[src/rtl/csa_accum_ctrl.sv]
// csa_accum_ctrl: multi-operand carry-save accumulator controller.
// A row of N 5:3 compressor cells folds one operand pair per cycle into
// registered sum/carry vectors. On the last beat the redundant state is
// resolved by a carry-propagate add and offered on the result port.
//
// Optional feature macro: ACC_OVF_EN (adds o_res_ovf and sticky overflow
// tracking; when undefined the port and its logic do not exist).
//
// Handshake rule (both ports): a transfer happens on a rising edge where
// valid and ready are both 1. The operand port ignores i_in_a/i_in_b/
// i_in_last while o_in_ready is 0. i_flush wins over every transfer.
module csa_accum_ctrl #(
    parameter int N = 32
) (
    input  logic         clk,
    input  logic         rst_n,
    input  logic         i_flush,
    input  logic         i_in_valid,
    output logic         o_in_ready,
    input  logic [N-1:0] i_in_a,
    input  logic [N-1:0] i_in_b,
    input  logic         i_in_last,
    output logic         o_res_valid,
    input  logic         i_res_ready,
    output logic [N-1:0] o_res_sum,
`ifdef ACC_OVF_EN
    output logic         o_res_ovf,
`endif
    output logic [1:0]   o_dbg_state
);

    typedef enum logic [1:0] {
        ST_IDLE    = 2'd0,
        ST_ACCUM   = 2'd1,
        ST_RESOLVE = 2'd2,
        ST_OUT     = 2'd3
    } state_t;

    state_t       r_state;
    state_t       w_state_nxt;
    logic [N-1:0] r_s;
    logic [N-1:0] r_c;
    logic [N-1:0] r_res_sum;

    logic         w_accept;
    logic [N-1:0] w_s_in;
    logic [N-1:0] w_c_in;
    logic [N-1:0] w_s1;
    logic [N-1:0] w_icout;
    logic [N-1:0] w_cin;
    logic [N-1:0] w_sum;
    logic [N-1:0] w_cout;

    // Ready only while collecting operands; a flushed beat is never accepted.
    assign o_in_ready  = (r_state == ST_IDLE) || (r_state == ST_ACCUM);
    assign o_res_valid = (r_state == ST_OUT);
    assign o_res_sum   = r_res_sum;
    assign o_dbg_state = r_state;
    assign w_accept    = i_in_valid && o_in_ready && !i_flush;

    // The first beat of a sum starts from zero instead of stale S/C.
    assign w_s_in = (r_state == ST_IDLE) ? '0 : r_s;
    assign w_c_in = (r_state == ST_IDLE) ? '0 : r_c;

    // Compressor row: first full adder on A,B,S' yields the lateral carry,
    // which depends only on local inputs, so the chain is one cell deep.
    assign w_s1    = i_in_a ^ i_in_b ^ w_s_in;
    assign w_icout = (i_in_a & i_in_b) | (i_in_a & w_s_in) | (i_in_b & w_s_in);
    assign w_cin   = {w_icout[N-2:0], 1'b0};
    assign w_sum   = w_s1 ^ w_c_in ^ w_cin;
    assign w_cout  = (w_s1 & w_c_in) | (w_s1 & w_cin) | (w_c_in & w_cin);

`ifdef ACC_OVF_EN
    logic [N:0]   w_cpa;
    logic         w_drop;
    logic         r_ovf_acc;
    logic         r_res_ovf;
    assign w_cpa     = {1'b0, r_s} + {1'b0, r_c};
    assign w_drop    = w_cout[N-1] | w_icout[N-1];
    assign o_res_ovf = r_res_ovf;

    // Sticky record of carries shifted out of the top column; restarts on
    // the first beat of each sum.
    always_ff @(posedge clk or negedge rst_n) begin
        if (!rst_n) begin
            r_ovf_acc <= 1'b0;
            r_res_ovf <= 1'b0;
        end else if (i_flush) begin
            r_ovf_acc <= 1'b0;
            r_res_ovf <= 1'b0;
        end else begin
            if (w_accept)
                r_ovf_acc <= (r_state == ST_IDLE) ? w_drop : (r_ovf_acc | w_drop);
            if (r_state == ST_RESOLVE)
                r_res_ovf <= r_ovf_acc | w_cpa[N];
        end
    end
`else
    logic [N-1:0] w_cpa;
    assign w_cpa = r_s + r_c;
`endif

    // State register.
    always_ff @(posedge clk or negedge rst_n) begin
        if (!rst_n)
            r_state <= ST_IDLE;
        else
            r_state <= w_state_nxt;
    end

    // Next-state logic; flush returns to IDLE from anywhere.
    always_comb begin
        w_state_nxt = r_state;
        if (i_flush) begin
            w_state_nxt = ST_IDLE;
        end else begin
            case (r_state)
                ST_IDLE, ST_ACCUM: begin
                    if (w_accept)
                        w_state_nxt = i_in_last ? ST_RESOLVE : ST_ACCUM;
                end
                ST_RESOLVE: w_state_nxt = ST_OUT;
                ST_OUT: begin
                    if (i_res_ready)
                        w_state_nxt = ST_IDLE;
                end
                default: w_state_nxt = ST_IDLE;
            endcase
        end
    end

    // Carry-save state update and result capture.
    always_ff @(posedge clk or negedge rst_n) begin
        if (!rst_n) begin
            r_s       <= '0;
            r_c       <= '0;
            r_res_sum <= '0;
        end else if (i_flush) begin
            r_s <= '0;
            r_c <= '0;
        end else begin
            if (w_accept) begin
                r_s <= w_sum;
                r_c <= {w_cout[N-2:0], 1'b0};
            end
            if (r_state == ST_RESOLVE)
                r_res_sum <= w_cpa[N-1:0];
        end
    end

endmodule

[config.mk]
export PLATFORM = sky130hd
export DESIGN_NAME = csa_accum_ctrl
export DESIGN_NICKNAME = d
export VERILOG_FILES = /design/src/rtl/csa_accum_ctrl.sv
export SDC_FILE = /design/constraint.sdc
export NUM_CORES = 1
export LEC_CHECK = 0
export CAP_MARGIN = 20
export CORE_MARGIN = 3
export CORE_UTILIZATION = 60
export DETAILED_ROUTE_END_ITERATION = 8
export HOLD_SLACK_MARGIN = 0.15
export PLACE_DENSITY_LB_ADDON = 0.05
export SETUP_SLACK_MARGIN = 0.3
export SYNTH_ARGS = -nofsm -noshare
export SYNTH_HDL_FRONTEND = slang
export SYNTH_SLANG_ARGS = --single-unit
[constraint.sdc]
create_clock -name clk -period 6.5 [get_ports clk]
set_clock_uncertainty 0.1 [all_clocks]
set_input_delay 0.65 -clock clk [delete_from_list [all_inputs] [get_ports clk]]
set_output_delay 0.65 -clock clk [all_outputs]
set_load 0.005 [all_outputs]
**Yosys cells after proc, flatten, opt, wreduce, memory -nomap -nowiden**

Cells that the tools add are included.

- RAM bits: 0
- ROM bits: 0
- Logic and storage cells: 45
- Output and inout port bits: 36
- Input port bits: 70
- Memories: 0
- Flip-flop bits (word level): 98
- Latch bits: 0

- Divide/modulo/power cells: 0
- Reduce and logical (&&, ||, !) cells: 9
- Bitwise gates (word level): 15
- Order comparisons: 0
- Muxes and demuxes: 11
- Eq/ne operators: 5
- Add/subtract/negate cells: 1
- Multiply operators: 0
- Shift-type cells: 0

Operators with widths:

| cell | number |
|---|---|
| $mux W32 | 6 |
| $and A31 B31 Y31 | 6 |
| $xor A32 B32 Y32 | 4 |
| $or A31 B31 Y31 | 4 |
| $add A32 B32 Y32 | 1 |
| $mux W2 | 4 |
| $pmux W2 S3 | 1 |
| $eq A2 B2 Y1 const B | 2 |
| $reduce_and A2 Y1 | 2 |
| $ne A3 B2 Y1 const B | 1 |
| $ne A3 B3 Y1 const B | 1 |
| $eq A2 B1 Y1 const B | 1 |
| $logic_and A1 B1 Y1 | 2 |
| $logic_not A2 Y1 | 1 |
| $reduce_bool A2 Y1 | 1 |
| $reduce_or A2 Y1 | 1 |
| $logic_not A1 Y1 | 1 |
| $logic_or A1 B1 Y1 | 1 |
| $not A1 Y1 | 1 |

**Longest topological paths before layout**

- Word-level depth: 10
- Mapped depth: 10
- Mapped depth without buffers: 10

**Worst setup path before layout**

Ideal clock, no wire load.

- Path type: register -> register
- From: reg r_state[0], in the netlist o_dbg_state[0]
- To: reg r_s[10]
- Arrival: 2281 ps
- Setup time: 130 ps
- Clock period less this slack: 2510 ps
- Required time: 6270 ps
- Path buffers: 2
- Stages on the path, launching flop included: 9
- Slack: 3990 ps
- Cells stage by stage: dfrtp_1 or2_2 clkbuf_1 clkbuf_1 and2_1 fa_1 inv_1 fa_1 o21ai_0

- Cells in the longest elaborated chain, start to end: 8
- Elaborated cells on any way between the ends: 17
- Those cells by class: eq/ne: 1; mux: 4; bitwise: 7; reduce/logical: 5

RTL lines:

| what | line | text |
|---|---|---|
| from (decl) | 39 | `state_t r_state;` |
| from (signal assigned) | 108 | `r_state <= w_state_nxt;` |
| $logic_not A2 Y1 | 55, 62, 63 |  |
| $mux W32 | 62 | `assign w_s_in = (r_state == ST_IDLE) ? '0 : r_s;` |
| $and A31 B31 Y31 | 68 | `assign w_icout = (i_in_a & i_in_b) \| (i_in_a & w_s_in) \| (i_in_b & w_s_in);` |
| $or A31 B31 Y31 (2 in series) | 68 |  |
| $xor A32 B32 Y32 | 70 | `assign w_sum = w_s1 ^ w_c_in ^ w_cin;` |
| $mux W32 | 142 | `if (w_accept) begin` |
| $mux W32 | 138 | `end else if (i_flush) begin` |
| to (signal assigned) | 143 | `r_s <= w_sum;` |
| to (decl) | 41 | `logic [N-1:0] r_s;` |

Parallel ways exist; a longest one is shown, timed or not. The select of a mux whose other input is x is not followed.
A chain may end at the register's enable or synchronous reset.

**Final worst setup path**

- From: reg r_state[0], in the netlist o_dbg_state[0]
- To: reg r_s[4]

Same word-level chain as after synthesis.

==> results_dict.tcl <==
set metrics [dict create \
    area.sequential_um2 2400 \
    fp-row-count 38 \
    grt_use_total_pct 26.7 \
    slew_violations 0 \
    fmax_mhz 344 \
    die_h_um 113 \
    fin_crit_ps 2900 \
    ios 106 \
    design_area_um2 8380 \
    clock_sinks 96 \
    critPathCaptureType "flip-flop" \
    critPathLaunchType "flip-flop" \
    hold_path.class "primary input to asynchronous set/reset pin" \
    multi_input_area_um2 4110 \
    grt_pass1_vias 5637 \
    finalHoldViolations 0 \
    slew_headroom_pct 50.0 \
    maxCapViolations 0 \
    dp_slack_ps 3510 \
    finalSetupTns_ps 0 \
    synth-async-reset-ratio_pct 100 \
    cts-buffers-inserted 9 \
    peakVddDrop_mv 0.139 \
    fill_cells 813 \
    vias 5634 \
    postLayoutCoreUtil_pct 75.6 \
    place_congestion 0.892 \
    synth_edf_count 0 \
    fp.dieW_um 113 \
    synth_top_flop_cell "dfrtp_1" \
    grt_max_degree 67 \
    path_max_fanout 34 \
    rsz0062_at_grt "no" \
    cts_resized 0 \
    cp.required_ps 6640 \
    pwr_density_cell_nw_per_um2 220 \
    top_usage_layer "met2" \
    critPathArrivalTime_ps 3050 \
    syn_inst 756 \
    wire_per_inst_um 16.3 \
    drcViolationCount 0 \
    synth_cell_types 57 \
    dp_hpwl_um 11700 \
    r2r_cells 7 \
    synth_nets 917 \
    dr.pass1.iters 5 \
    synth-seq-area-share_pct 34.7 \
    final_antenna_net_count 0 \
    finalSetupViolCount 0 \
    cts_tree "done" \
    setup_ws_ps 3600 \
    cts_hold_buf 0 \
    fin_crit_sh_pct 44.7 \
    holdWs_ps 168 \
    io_buffers 105 \
    leakage_nw 3.74 \
    avgSynthCellArea_um2 9.16 \
    clockRootBuffer "clkbuf_16" \
    cts_max_level 3 \
    gr-usage-met3_pct 3.98 \
    use_met1_pct 38.8 \
    core_um2 11100 \
    drive_gt1_share_pct 4.39 \
    area_growth_pct 20.9 \
    setup.worst_path.class "flip-flop to flip-flop" \
    grtUsageMet2_pct 41.8 \
    antenna_found_initial 0 \
    clockBufferDepth 2 \
    grt-ovfl-total 0 \
    insertion_delay_ps 350 \
    r2r_slack_ps 3600 \
    viasPerCell 5.73 \
    initialDrtViolationCount 406 \
    clk_pin_slew_worst_paths_ps 70 \
    diodes 0 \
    initial_core_util_pct 62.5 \
    routed_wl_um 16000 \
    dieArea_um2 12900 \
    dpl_cell_area_um2 8040 \
    worst_pin_slew_ps 751 \
    final_net_count 999 \
    status "finished clean" \
    grt_pass1_wl_um 27500 \
    synth_area_um2 6930 \
    yosysWarnings 0 \
    cts_setup_buffers 0 \
    ys_ff_latch 96 \
]
routing by layer:
| layer | wire [um] | share of wire, % | vias to the layer above |
|---|---|---|---|
| li1 | - | - | 2685 |
| met1 | 7250 | 45 | 2761 |
| met2 | 7720 | 48 | 170 |
| met3 | 825 | 5.1 | 18 |
| met4 | 260 | 1.6 | 0 |
| met5 | 0 | 0 | - |
cells in the mapped netlist, types with 3 or more instances:
master     instances  area share (%)
a211o_1            6            0.76
a211oi_1           3            0.33
a21o_1            13             1.4
a21oi_1           33             2.4
a22o_1             3            0.38
a31oi_1            3            0.27
and2_1            31             2.8
and3_1             5            0.45
clkbuf_1          32             1.7
dfrtp_1           96              35
fa_1              61              18
ha_1              30             5.4
inv_1             70             3.8
mux2i_1            4            0.58
nand2_1          146             7.9
nand3_1           11            0.79
nand3b_1           3            0.33
nand4_1           12             1.1
nor2_1            19             1.0
nor3_1             7            0.51
o2111ai_1          3            0.38
o21a_1             3            0.33
o21ai_0           88             6.4
o21ai_1            3            0.22
o21bai_1           3            0.33
o311ai_0           5            0.63
xnor2_1           14             1.8
xor2_1             9             1.1
critical path, cell delays in order (launching register included):
cell and delay, ps:
dfrtp_1 450, or2_2 560, buf_16 260, and2_1 180, fa_1 480, inv_1 60, fa_1 460, o21ai_0 240
cell families after synthesis:
family / after synthesis / synth area share, %
buf+inv: 111 / 6.19
compound gates: 184 / 16.2
xor+xnor: 23 / 2.91
mux: 5 / 0.740
flops: 96 / 34.7
fa+ha+maj: 91 / 23.0
simple gates: 246 / 16.2
path summary, 6_finish.rpt:
check / from / end
setup / recovery: o_dbg_state[0] / r_s[4]
hold / removal: rst_n / r_s[6]
setup reg to reg: o_dbg_state[0] / r_s[4]
hold reg to reg: o_res_sum[20] / o_res_sum[20]
max in group asynchronous: rst_n / r_s[23]
min in group clk: o_res_sum[20] / o_res_sum[20]
layout make-up:
class / count / share of cell area [%]
Multi-Input combinational cell: 549 / 49.1
Inverter: 71 / 3.18
Clock buffer: 13 / 3.11
Timing Repair Buffer: 111 / 13.3
Tap cell: 140 / 2.09
Sequential cell: 96 / 28.7
Clock inverter: 3 / 0.478
layout by cell type (no fill, tap or decap), types with 3 or more instances in the layout:
cell type          n
nand2_1          146
clkdlybuf4s50_1  104
dfrtp_1           96
o21ai_0           88
inv_1             70
fa_1              61
a21oi_1           32
and2_1            31
ha_1              30
nor2_1            19
xnor2_1           14
a21o_1            13
nand4_1           12
nand3_1           11
xor2_1             9
clkbuf_16          9
a211o_1            6
nor3_1             6
and3_1             5
o311ai_0           5
buf_4              5
mux2i_1            4
nand3b_1           3
a22o_1             3
o2111ai_1          3
o21a_1             3
a31oi_1            3
o21bai_1           3
o21ai_1            3
a211oi_1           3
power breakdown:
group	leakage (nW)	total, mW	switching (mW)	internal (mW)
registers	1.29	0.756	0.0710	0.685
logic	2.31	0.539	0.271	0.267
clock network	0.150	0.545	0.227	0.319
total	3.74	1.84	0.569	1.27
through the flow:
| step | cells | power, mW |
|---|---|---|
| 2_1_floorplan | 756 | 1.02 |
| 3_3_place_gp | 965 | 1.27 |
| 3_5_place_dp | 965 | 1.30 |
| 4_1_cts | 981 | 1.85 |
| 5_1_grt | 983 | 1.95 |
| 6_report | 983 | 1.84 |
state kept, by name, summed over array words and instances, names as in the netlist:
name and cells:
r_s 32, r_c 30, o_dbg_state 2, o_res_sum 32
No activity file was read; power rests on OpenSTA's default activity.
